File: src/rtl/alu_encoder_writer.sv
// ALU-class instruction encoder feeding a small FIFO that streams
// encoded words into instruction memory from a programmed base address.
module alu_encoder_writer #(
    parameter int FIFO_DEPTH = 4
) (
    input  logic        clock,
    input  logic        reset,
    input  logic        start,
    input  logic [15:0] base_address,
    input  logic [15:0] length,
    input  logic        in_valid,
    output logic        in_ready,
    input  logic [4:0]  alu_code,
    input  logic [2:0]  source_select,
    input  logic [1:0]  destination_select,
    input  logic        increment,
    input  logic [1:0]  effect,
    output logic        mem_write_enable,
    output logic [15:0] mem_address,
    output logic [15:0] mem_data,
    input  logic        mem_ready,
    output logic        busy,
    output logic        done,
    output logic [15:0] written_count
);

    localparam int PW = $clog2(FIFO_DEPTH);
    localparam logic [PW:0] FULL = (PW+1)'(FIFO_DEPTH);

    typedef enum logic [1:0] {
        S_IDLE,
        S_RUN,
        S_DRAIN,
        S_DONE
    } state_t;

    state_t        state_q, state_d;
    logic [15:0]   address_q, address_d;
    logic [15:0]   length_q, length_d;
    logic [15:0]   accepted_q, accepted_d;
    logic [15:0]   written_q, written_d;
    logic [PW-1:0] wr_ptr_q, wr_ptr_d;
    logic [PW-1:0] rd_ptr_q, rd_ptr_d;
    logic [PW:0]   count_q, count_d;
    logic [15:0]   fifo_q [FIFO_DEPTH];
    logic [15:0]   fifo_d [FIFO_DEPTH];

    logic          active;
    logic          fifo_empty;
    logic          fifo_full;
    logic          push;
    logic          pop;
    logic [15:0]   word;

    always_comb begin
        word = {1'b1, effect, increment, destination_select,
                source_select, alu_code, 2'b00};
    end

    assign active           = (state_q == S_RUN) || (state_q == S_DRAIN);
    assign fifo_empty       = (count_q == '0);
    assign fifo_full        = (count_q == FULL);
    assign in_ready         = (state_q == S_RUN) && !fifo_full
                              && (accepted_q < length_q);
    assign push             = in_valid && in_ready;
    assign mem_write_enable = active && !fifo_empty;
    assign pop              = mem_write_enable && mem_ready;
    // An empty FIFO presents zero rather than a stale entry
    assign mem_data         = fifo_empty ? 16'h0000 : fifo_q[rd_ptr_q];
    assign mem_address      = address_q;
    assign busy             = active;
    assign done             = (state_q == S_DONE);
    assign written_count    = written_q;

    always_comb begin
        state_d    = state_q;
        address_d  = address_q;
        length_d   = length_q;
        accepted_d = accepted_q;
        written_d  = written_q;
        wr_ptr_d   = wr_ptr_q;
        rd_ptr_d   = rd_ptr_q;
        count_d    = count_q;
        fifo_d     = fifo_q;

        if (push) begin
            fifo_d[wr_ptr_q] = word;
            wr_ptr_d         = wr_ptr_q + 1'b1;
            accepted_d       = accepted_q + 16'd1;
        end
        if (pop) begin
            rd_ptr_d  = rd_ptr_q + 1'b1;
            address_d = address_q + 16'd1;
            written_d = written_q + 16'd1;
        end
        case ({push, pop})
            2'b10:   count_d = count_q + (PW+1)'(1);
            2'b01:   count_d = count_q - (PW+1)'(1);
            default: count_d = count_q;
        endcase

        unique case (state_q)
            S_IDLE: begin
                if (start) begin
                    if (length != 16'd0) begin
                        state_d    = S_RUN;
                        address_d  = base_address;
                        length_d   = length;
                        accepted_d = 16'd0;
                        written_d  = 16'd0;
                    end else begin
                        state_d = S_DONE;
                    end
                end
            end
            S_RUN: begin
                if (accepted_d == length_q) state_d = S_DRAIN;
            end
            S_DRAIN: begin
                if (count_d == '0) state_d = S_DONE;
            end
            S_DONE: begin
                state_d = S_IDLE;
            end
            default: state_d = S_IDLE;
        endcase
    end

    always_ff @(posedge clock or posedge reset) begin
        if (reset) begin
            state_q    <= S_IDLE;
            address_q  <= '0;
            length_q   <= '0;
            accepted_q <= '0;
            written_q  <= '0;
            wr_ptr_q   <= '0;
            rd_ptr_q   <= '0;
            count_q    <= '0;
        end else begin
            state_q    <= state_d;
            address_q  <= address_d;
            length_q   <= length_d;
            accepted_q <= accepted_d;
            written_q  <= written_d;
            wr_ptr_q   <= wr_ptr_d;
            rd_ptr_q   <= rd_ptr_d;
            count_q    <= count_d;
        end
    end

    // Storage needs no reset: the occupancy count gates every read
    always_ff @(posedge clock) begin
        fifo_q <= fifo_d;
    end

endmodule

File: config.mk
export PLATFORM = sky130hd
export DESIGN_NAME = alu_encoder_writer
export DESIGN_NICKNAME = d
export VERILOG_FILES = /design/src/rtl/alu_encoder_writer.sv
export SDC_FILE = /design/constraint.sdc
export NUM_CORES = 1
export LEC_CHECK = 0
export BUFFER_PORTS_ARGS = -buffer_cell sky130_fd_sc_hd__buf_2
export CORE_ASPECT_RATIO = 2
export CORE_UTILIZATION = 44
export CTS_CLUSTER_SIZE = 24
export DETAILED_ROUTE_END_ITERATION = 8
export PLACE_DENSITY = 0.65
export SLEW_MARGIN = 40
export SYNTH_ARGS = -nofsm -noshare
export SYNTH_HDL_FRONTEND = slang
export SYNTH_SLANG_ARGS = --single-unit
export TNS_END_PERCENT = 10
File: constraint.sdc
create_clock -name clock -period 4.4 [get_ports clock]
set_input_delay 0.44 -clock clock [delete_from_list [all_inputs] [get_ports clock]]
set_output_delay 0.44 -clock clock [all_outputs]
set_load 0.01 [all_outputs]
==> run metrics, run 1 <==
final worst slack=0.288 ns; Final Max Tran Viols=0; Wirelength per Cell=17.7 um; commonest non-fill, non-tap cell in the layout=buf_2; status=finished clean; Top cell by count, worst path=and4_4; synth warn=0; total CTS buffers=17; Root Buffer=clkbuf_16; share of the cycle needed by the critical path after routing=93.4%; placeable core region=0.0144 sq mm; clk buf depth=2; I/O Buffers=99; crit path DAT=4.40 ns; GRT Util Overall=22.1%; Post-route DRC=0; Max Clock Freq=0.243 GHz; Design Area, Final=0.00781 sq mm; Primary FF master, synth=dfrtp_1; Max Fanout on Critical Path=18; Critical path buffers and inverters=2; GPL Wtd Cong=0.937; n_diodes=0; Die H=174 um; row count=62; CTS clk-pin slew, worst paths=0.06 ns; Post-synth ARST share=58.4%; RSZ-0062 raised after global routing=no; Crit Path Category=flip-flop to flip-flop; Area Growth Syn to Fin=20.2%; die area=0.0153 sq mm; Die X=87.9 um; GR Overflow Total=0; first-pass GRT wire length=25,500 um; TritonCTS clock tree=done; final hold violations=0; worst-skew pair later-pin latency=0.42 ns; vias in the first global route=5,066; Vias=4,762; post-place setup slack=0.340 ns; CTS Sinks=125; post-route ant nets=0; 1st-iter DRT viols=188; slowest cell on the critical path=or4_1; Crit path required time=4.69 ns; Worst Hold Class=input pin to async pin; Peak supply drop=351 uV; CTS Hold Bufs=0; Tmin final=4.11 ns; Worst Skew=0.0120 ns; initial core utilization=45.3%; Avg Inst Size Synth=11.0 sq um; Via-to-Cell Ratio=5.32; worst-margin pin slew=0.755 ns; Setup TNS Final=0 ns; CP endpoint kind=flip-flop; DP Area=0.00719 sq mm; Post-synth EDFFs=52; final net count=769; Synth Register Bits=125; H-tree level count=4; Total Power=4980 uW; endpoints failing setup=0; Resized Gates After CTS=0; pwr dens=638 mW/mm^2; max-cap viol count=0; Synth Instances=591; worst reg2reg startpoint=accepted_q[13]$_DFF_PP0_; HPWL after detailed placement=11,900 um; CP max stage delay=0.67 ns; largest net degree at the start of global routing=64; Worst path top cell family by delay=simple AND/OR/NAND/NOR gates; commonest non-fill, non-tap cells in the layout=buf_2, dfrtp_1, nand2_1; Setup crit start kind=flip-flop; critical path cell sequence=ha_1 -> and4_4 -> nand4_2 -> or4_1 -> and4_4 -> buf_4 -> and4_4 -> a2111oi_4 -> nand4_1 -> o41ai_1 -> buf_4 -> nand3_1 -> mux2i_1; worst setup path startpoint=accepted_q[13]$_DFF_PP0_; sequential share of the synthesized area=52.1%; Post-CTS Setup Repair Bufs=0; drt pass-1 iters=4; DRT Wirelength=15,800 um; share of cells above drive strength 1=23.8%; Distinct cells, synth=55; Netlist Area Pre-Place=0.00650 sq mm; Worst slew margin=49.2%; I/O pin count=102; initial antenna violation count=0; LEAKAGE=0.00330 uW
-- kinds of logic (layout without fill, tap and decap cells) --
| kind of cell | count (synthesis) | after routing | share of synthesized area [%] |
|---|---|---|---|
| flops | 125 | 125 | 52.1 |
| simple gates | 226 | 226 | 17.7 |
| xor+xnor | 60 | 60 | 8.09 |
| mux | 21 | 21 | 5.76 |
| compound gates | 72 | 72 | 6.97 |
| fa+ha+maj | 29 | 29 | 5.70 |
| other cells | 1 | 2 | 0.0577 |
| buf+inv | 57 | 168 | 3.62 |
-- sequential cells by signal, summed over array words and instances, names as in the netlist --
| register | flops |
|---|---|
| rd_ptr_q | 2 |
| wr_ptr_q | 2 |
| written_count | 16 |
| count_q | 3 |
| mem_address | 16 |
| length_q | 16 |
| state_q | 2 |
| accepted_q | 16 |
| fifo_q | 52 |
-- stage by stage --
stage | util (%) | instances | hold slack, ns
final | 54.4 | 895 | 0.0837
after floorplan | - | 592 | 0.464
after CTS | 54.4 | 895 | 0.0946
after detailed placement | 50.1 | 863 | 0.508
after global routing | 54.4 | 895 | 0.129
after global placement | 50.1 | 863 | 0.483
-- worst register-to-register path, stage by stage, from the launching register on --
cell and delay [ns]:
dfrtp_1 0.48, ha_1 0.35, and4_4 0.26, nand4_2 0.14, or4_1 0.67, and4_4 0.28
buf_4 0.21, and4_4 0.21, a2111oi_4 0.31, nand4_1 0.12, o41ai_1 0.50, buf_4 0.18
nand3_1 0.12, mux2i_1 0.15
-- synthesized netlist by cell type, types with 3 or more instances --
cell type / number / area share, %
o21ai_0: 40 / 3.1
clkbuf_1: 23 / 1.3
dfrtp_1: 73 / 28
and2_1: 23 / 2.2
nor3_1: 7 / 0.54
buf_4: 3 / 0.35
mux4_2: 13 / 4.5
nor2_1: 48 / 2.8
nor2b_1: 4 / 0.39
nand4_1: 18 / 1.7
nand3_1: 20 / 1.5
nor4_1: 9 / 0.87
inv_1: 26 / 1.5
mux2i_1: 7 / 1.1
xor2_1: 34 / 4.6
nand2_1: 63 / 3.6
edfxtp_1: 52 / 24
a21oi_1: 10 / 0.77
and4_1: 4 / 0.54
nand2b_1: 5 / 0.48
ha_1: 28 / 5.4
o2111ai_1: 3 / 0.40
and3_1: 12 / 1.2
xnor2_1: 26 / 3.5
and4_4: 3 / 0.52
-- final timing paths --
check / to / slack, ns / cells past startpoint
setup reg to reg: state_q[0]$_DFFE_PP0P_ / 0.29 / 13
hold / removal: state_q[0]$_DFFE_PP0P_ / 0.08 / 2
max in group asynchronous: accepted_q[0]$_DFF_PP0_ / 3.46 / 3
hold reg to reg: count_q[2]$_DFF_PP0_ / 0.52 / 1
min in group clock: mem_address[8]$_DFF_PP0_ / 0.22 / 3
setup / recovery: state_q[0]$_DFFE_PP0P_ / 0.29 / 13
-- final cells by class --
class / count / area, sq um
Fill cell: 1250 / 6540
Inverter: 26 / 100
Sequential cell: 125 / 3390
Tap cell: 192 / 240
Clock buffer: 17 / 425
Multi-Input combinational cell: 410 / 2880
Timing Repair Buffer: 110 / 578
Clock inverter: 15 / 199
-- routing by layer --
layer	vias to the layer above	wire [um]	part of all wire (%)	GRT usage, %
met2	137	8660	55	39.8
met5	-	0	0	0
met1	2299	5820	37	22.9
met3	43	577	3.6	4.05
met4	0	775	4.9	13.2
li1	2283	-	-	-
-- where the power goes --
| part | internal, uW | total, uW | switching [uW] |
|---|---|---|---|
| clock | 913 | 1490 | 577 |
| combinational | 785 | 1730 | 943 |
| sequential | 1490 | 1760 | 276 |
(Power assumes the default switching activity.)
==> inputs of run 2 (changes only) <==
--- a/config.mk
+++ b/config.mk
@@ -5,6 +5,7 @@
 export SDC_FILE = /design/constraint.sdc
 export NUM_CORES = 1
 export LEC_CHECK = 0
+export ABC_AREA = 1
 export BUFFER_PORTS_ARGS = -buffer_cell sky130_fd_sc_hd__buf_2
 export CORE_ASPECT_RATIO = 2
 export CORE_UTILIZATION = 44
==> run 2 against run 1 <==
  * Flip-flop and latch count is the same
  * Core utilization down 0.61 points
  * Via count grew 18%
  * Register-to-register slack improved by 1.0 ns
  * Clock power decreased by 11%
  * Critical endpoint is now state_q[1]$_DFFE_PP0P_
==> run metrics, run 2 <==
sequential share of the synthesized area=50.2%; Register-to-Register Setup Slack=1.30 ns; Largest register FFs=52; Tmin final=3.10 ns; share of the cycle needed by the critical path after routing=70.5%; endpoints failing setup=0; Post-synth top cells=nand2_1, nor2_1, inv_1; Area Growth Syn to Fin=18.8%; Worst slew margin=49.6%; Die H=177 um; Die X=89.6 um; total CTS buffers=17; vias in the first global route=5,424; Avg Inst Size Synth=8.40 sq um; Synth area leaders=dfrtp_1, edfxtp_1, nand2_1, nor2_1, ha_1; Max Fanout on Critical Path=5; Max Clock Freq=0.322 GHz; DP Area=0.00746 sq mm; Synth Register Bits=125; synth warn=0; post-route ant nets=0; Crit Path Category=flip-flop to flip-flop; clk buf depth=2; placeable core region=0.0149 sq mm; Largest Register=fifo_q; Setup crit start kind=flip-flop; pwr dens=618 mW/mm^2; drt pass-1 iters=6; Worst Hold Class=input pin to async pin; Hold Slack=0.0624 ns; initial core utilization=45.3%; most frequent cell after synthesis=nand2_1; GR Overflow Total=0; Post-route DRC=0; number of instances in the placed design=1,083; DRT Wirelength=15,900 um; area leader, netlist=dfrtp_1; RSZ-0062 raised after global routing=no; n_diodes=0; Netlist Area Pre-Place=0.00675 sq mm; fill cell count=1,412; share of cells above drive strength 1=17.7%; TritonCTS clock tree=done; final core occ=53.8%; non-filler cells, final=1,115; initial antenna violation count=0; Resized Gates After CTS=0; worst-margin pin slew=0.752 ns; CTS Sinks=125; die area=0.0159 sq mm; critical path cell sequence=ha_1 -> nand2_1 -> inv_1 -> nand2_1 -> nand2_1 -> nand2_1 -> nand2_1 -> nand2_2 -> nand3_2 -> ha_1 -> inv_1 -> fa_1 -> a21oi_1 -> o21ai_0 -> xnor2_1 -> nor3_1 -> a2bb2oi_1 -> nand2_1 -> nand2_1 -> nand2_1; Post-synth ARST share=58.4%; status=finished clean; top-area cell type share of the netlist area=27.1%; Post-CTS Setup Repair Bufs=0; CP max stage delay=0.42 ns; GPL Wtd Cong=0.892; CP endpoint kind=flip-flop; Reg2Reg Depth=20; slowest cell on the critical path=dfrtp_1; largest net degree at the start of global routing=56; Peak supply drop=312 uV; commonest non-fill, non-tap cells in the layout=nand2_1, nor2_1, buf_2; Primary FF master, synth=dfrtp_1; final hold violations=0; Synth Instances=804; crit path DAT=3.41 ns; HPWL after detailed placement=11,600 um; CTS Hold Bufs=0; final net count=986; Post-synth EDFFs=52; Final Max Tran Viols=0; worst-skew pair later-pin latency=0.42 ns; CTS clk-pin slew, worst paths=0.06 ns; Top cell by count, worst path=nand2_1; max-cap viol count=0; GRT Util Overall=21.4%; Distinct cells, synth=36; worst reg2reg startpoint=accepted_q[3]$_DFF_PP0_; worst reg2reg endpoint=state_q[1]$_DFFE_PP0P_; I/O Buffers=99; Setup TNS Final=0 ns; Crit path required time=4.71 ns; Root Buffer=clkbuf_16; Wirelength per Cell=14.2 um; row count=63; Vias=5,614; I/O pin count=102; commonest non-fill, non-tap cell in the layout=nand2_1; Worst Skew=0.0105 ns; Design Area, Final=0.00802 sq mm; Via-to-Cell Ratio=5.03; H-tree level count=4; 1st-iter DRT viols=215; first-pass GRT wire length=25,300 um; LEAKAGE=0.00373 uW
[run 2: logic make-up (layout without fill, tap and decap cells)]
logic type                 after synthesis  after routing  synth area share [%]
xor gates and xnor gates                28             28                  3.63
other                                    1              2                0.0555
muxes                                    1              1                 0.148
adders and majority gates               29             29                  5.49
buffers and inverters                  130            245                  7.62
AOI/OAI and AO/OA                      116            116                  8.78
and+or+nand+nor                        374            374                  24.1
DFF                                    125            125                  50.2
[run 2: critical path, delay by kind of cell, from the launching register on]
kind	cells	cell delay, ns
buffers and inverters	2	0.13
and+or+nand+nor	11	0.94
DFF	1	0.42
adders and majority gates	3	0.82
xor gates and xnor gates	1	0.15
AOI/OAI and AO/OA	3	0.52
[run 2: final cells by class]
class / count / area (sq um) / share of cell area [%]
clock buffers: 20 / 447 / 5.57
clock inverters: 12 / 113 / 1.40
inverters: 102 / 388 / 4.84
flip-flops and latches: 125 / 3390 / 42.3
multi-input cells: 550 / 2850 / 35.6
well taps: 195 / 244 / 3.04
repair buffers: 111 / 586 / 7.30
[run 2: metal layers]
layer	vias to the layer above	GRT usage (%)	share of wire, %
li1	2841	-	-
met3	40	3.87	3.6
met2	118	39.4	55
met1	2615	21.1	37
met4	0	13.4	4.6
met5	-	0	0
[run 2: worst max-delay path by stage]
stage	from	end	slack [ns]	cells past startpoint
final	accepted_q[3]$_DFF_PP0_	state_q[1]$_DFFE_PP0P_	1.30	20
after global routing	accepted_q[3]$_DFF_PP0_	state_q[1]$_DFFE_PP0P_	1.04	20
after CTS	accepted_q[3]$_DFF_PP0_	state_q[1]$_DFFE_PP0P_	1.31	20
after detailed placement	accepted_q[7]$_DFF_PP0_	state_q[1]$_DFFE_PP0P_	1.33	17
after global placement	accepted_q[7]$_DFF_PP0_	state_q[0]$_DFFE_PP0P_	1.40	17
after floorplan	accepted_q[11]$_DFF_PP0_	state_q[0]$_DFFE_PP0P_	1.40	19
[run 2: stage by stage]
step / setup slack [ns] / power [uW]
floorplan: 1.40 / 3040
global placement: 1.40 / 3640
detailed placement: 1.33 / 3680
CTS: 1.31 / 5020
global route: 1.04 / 5380
finish: 1.30 / 4960
[run 2: where the power goes]
| part | switching, uW | internal, uW | total, uW |
|---|---|---|---|
| logic | 1220 | 705 | 1920 |
| clock network | 521 | 796 | 1320 |
| registers | 227 | 1490 | 1720 |
| total | 1970 | 2990 | 4960 |
==> inputs of run 3 (changes only) <==
--- a/config.mk
+++ b/config.mk
@@ -5,7 +5,7 @@
 export SDC_FILE = /design/constraint.sdc
 export NUM_CORES = 1
 export LEC_CHECK = 0
-export ABC_AREA = 1
+export ABC_AREA = 0
 export BUFFER_PORTS_ARGS = -buffer_cell sky130_fd_sc_hd__buf_2
 export CORE_ASPECT_RATIO = 2
 export CORE_UTILIZATION = 44
==> constraint.sdc (replaced) <==
create_clock -name clock -period 3.1 [get_ports clock]
set_input_delay 0.31 -clock clock [delete_from_list [all_inputs] [get_ports clock]]
set_output_delay 0.31 -clock clock [all_outputs]
set_load 0.01 [all_outputs]
==> run 3 against run 2 <==
  * The run now ends with setup timing left
  * Worst setup slack worse by 1.6 ns
  * Via count down 8.0%
  * Flip-flop and latch count unchanged
  * Combinational power up 66%
  * First-iteration DRC count up 5.1%
  * Register-to-register slack worse by 1.6 ns
  * Largest power group unchanged
  * Highest routed layer unchanged
==> run metrics, run 3 (same netlist as run 1, synthesis figures left out) <==
Max Clock Freq=0.296 GHz; vias in the first global route=5,433; Worst slew margin=57.1%; GR Overflow Total=0; status=complete, but fails checks; Via-to-Cell Ratio=5.24; worst-margin pin slew=0.644 ns; worst reg2reg startpoint=length_q[9]$_DFFE_PP0P_; Root Buffer=clkbuf_16; Hold Crit Endpoint=mem_address[0]$_DFF_PP0_; n_diodes=0; Design Area, Final=0.00868 sq mm; TritonCTS clock tree=done; Wirelength per Cell=16.6 um; Hold Path Depth=3; largest net degree at the start of global routing=74; Post-route DRC=0; Crit Path Category=flip-flop to flip-flop; failing checks=setup timing; worst reg2reg endpoint=state_q[0]$_DFFE_PP0P_; first-pass GRT wire length=26,400 um; Largest Register=fifo_q; Area Growth Syn to Fin=33.6%; critical path cell sequence=inv_1 -> ha_1 -> a21o_1 -> a221o_1 -> a2111oi_2 -> buf_4 -> nand4_1 -> xnor2_2 -> a2111oi_4 -> nand4_1 -> o41ai_2 -> nand3_1 -> mux2i_1; Tmin final=3.38 ns; Max Fanout on Critical Path=3; initial antenna violation count=0; CP max stage delay=0.37 ns; Setup TNS Final=-0.526 ns; final worst slack=-0.276 ns; clk buf depth=2; CP endpoint kind=flip-flop; H-tree level count=4; Setup crit start kind=flip-flop; CTS clk-pin slew, worst paths=0.06 ns; total CTS buffers=17; Top cell by count, worst path=nand4_1; Die H=174 um; GRT Util Overall=22.9%; endpoints failing setup=2; Reg2Reg Depth=13; fill cell count=1,196; final net count=860; LEAKAGE=0.00377 uW; initial core utilization=45.3%; Register-to-Register Setup Slack=-0.28 ns; I/O pin count=102; DP Area=0.00787 sq mm; Peak supply drop=591 uV; 1st-iter DRT viols=226; share of the cycle needed by the critical path after routing=109%; HPWL after detailed placement=12,300 um; Die X=87.9 um; Vias=5,164; slowest cell on the critical path=a2111oi_2; Worst Skew=0.00944 ns; pwr dens=875 mW/mm^2; commonest non-fill, non-tap cells in the layout=buf_2, buf_4, dfrtp_1; post-route ant nets=0; GPL Wtd Cong=0.941; Crit path required time=3.42 ns; crit path DAT=3.70 ns; RSZ-0062 raised after global routing=yes; die area=0.0153 sq mm; share of cells above drive strength 1=34.4%; drt pass-1 iters=4; Largest register FFs=52; hold path startpoint=base_address[0]; Worst Hold Class=input pin to flip-flop; placeable core region=0.0144 sq mm; worst-skew pair later-pin latency=0.41 ns; I/O Buffers=99; max-cap viol count=0; Final Max Tran Viols=0; DRT Wirelength=16,400 um; CTS Sinks=125; commonest non-fill, non-tap cell in the layout=buf_2; row count=62; final hold violations=0
[run 3: metrics by stage]
stage	worst slack, ns	hold WS [ns]	utilization [%]	total power [uW]	std cells
final	-0.276	0.105	60.5	7600	986
after global routing	-0.447	0.104	60.5	8120	986
after CTS	-0.255	0.0931	60.1	7620	985
after detailed placement	-0.496	0.428	54.8	5450	942
after global placement	-0.420	0.418	54.8	5350	942
after floorplan	-0.437	0.409	-	4170	592
[run 3: power by group]
| group | internal [uW] | switching, uW | total (uW) |
|---|---|---|---|
| Combinational | 1580 | 1610 | 3190 |
| Sequential | 2110 | 291 | 2400 |
| Clock | 1230 | 781 | 2010 |
| Total | 4910 | 2690 | 7600 |
[run 3: layout make-up]
| cell class | count | area (sq um) | share of cell area [%] |
|---|---|---|---|
| Tap cell | 192 | 240 | 2.77 |
| Inverter | 26 | 100 | 1.15 |
| Clock buffer | 19 | 443 | 5.10 |
| Timing Repair Buffer | 201 | 1340 | 15.5 |
| Clock inverter | 13 | 156 | 1.80 |
| Sequential cell | 125 | 3390 | 39.0 |
| Multi-Input combinational cell | 410 | 3010 | 34.7 |
[run 3: worst max path at each step]
stage | slack [ns] | startpoint | to | depth (start not counted)
floorplan | -0.44 | accepted_q[14]$_DFF_PP0_ | state_q[0]$_DFFE_PP0P_ | 18
finish | -0.28 | length_q[9]$_DFFE_PP0P_ | state_q[0]$_DFFE_PP0P_ | 13
detailed placement | -0.50 | length_q[9]$_DFFE_PP0P_ | state_q[0]$_DFFE_PP0P_ | 13
global placement | -0.42 | length_q[9]$_DFFE_PP0P_ | state_q[0]$_DFFE_PP0P_ | 13
CTS | -0.26 | length_q[14]$_DFFE_PP0P_ | state_q[0]$_DFFE_PP0P_ | 16
global route | -0.45 | length_q[9]$_DFFE_PP0P_ | state_q[0]$_DFFE_PP0P_ | 16
[run 3: repair_timing]
action                                 CTS  global route
resized for setup                       13             8
gates cloned                             0             0
endpoints found under the hold margin   23             0
setup buffers                           10             1
setup endpoints to repair                2             3
pin swaps                               21             3
hold buffers                             1             0
[run 3: worst max-delay path: cells and delay by family, from the launching register on]
| kind | cells | cell delay, ns |
|---|---|---|
| flip-flops | 1 | 0.35 |
| multiplexers | 1 | 0.20 |
| AO/OA/AOI/OAI | 5 | 1.48 |
| buffers and inverters | 2 | 0.23 |
| AND/OR/NAND/NOR | 3 | 0.50 |
| adder cells (fa/ha/maj) | 1 | 0.31 |
| XOR/XNOR | 1 | 0.21 |
[run 3: metal layers]
metal	up-vias	routed length [um]	GRT usage [%]
met2	122	9260	42.4
li1	2470	-	-
met3	47	500	3.86
met1	2525	5860	23.3
met4	0	760	12.8
met5	-	0	0
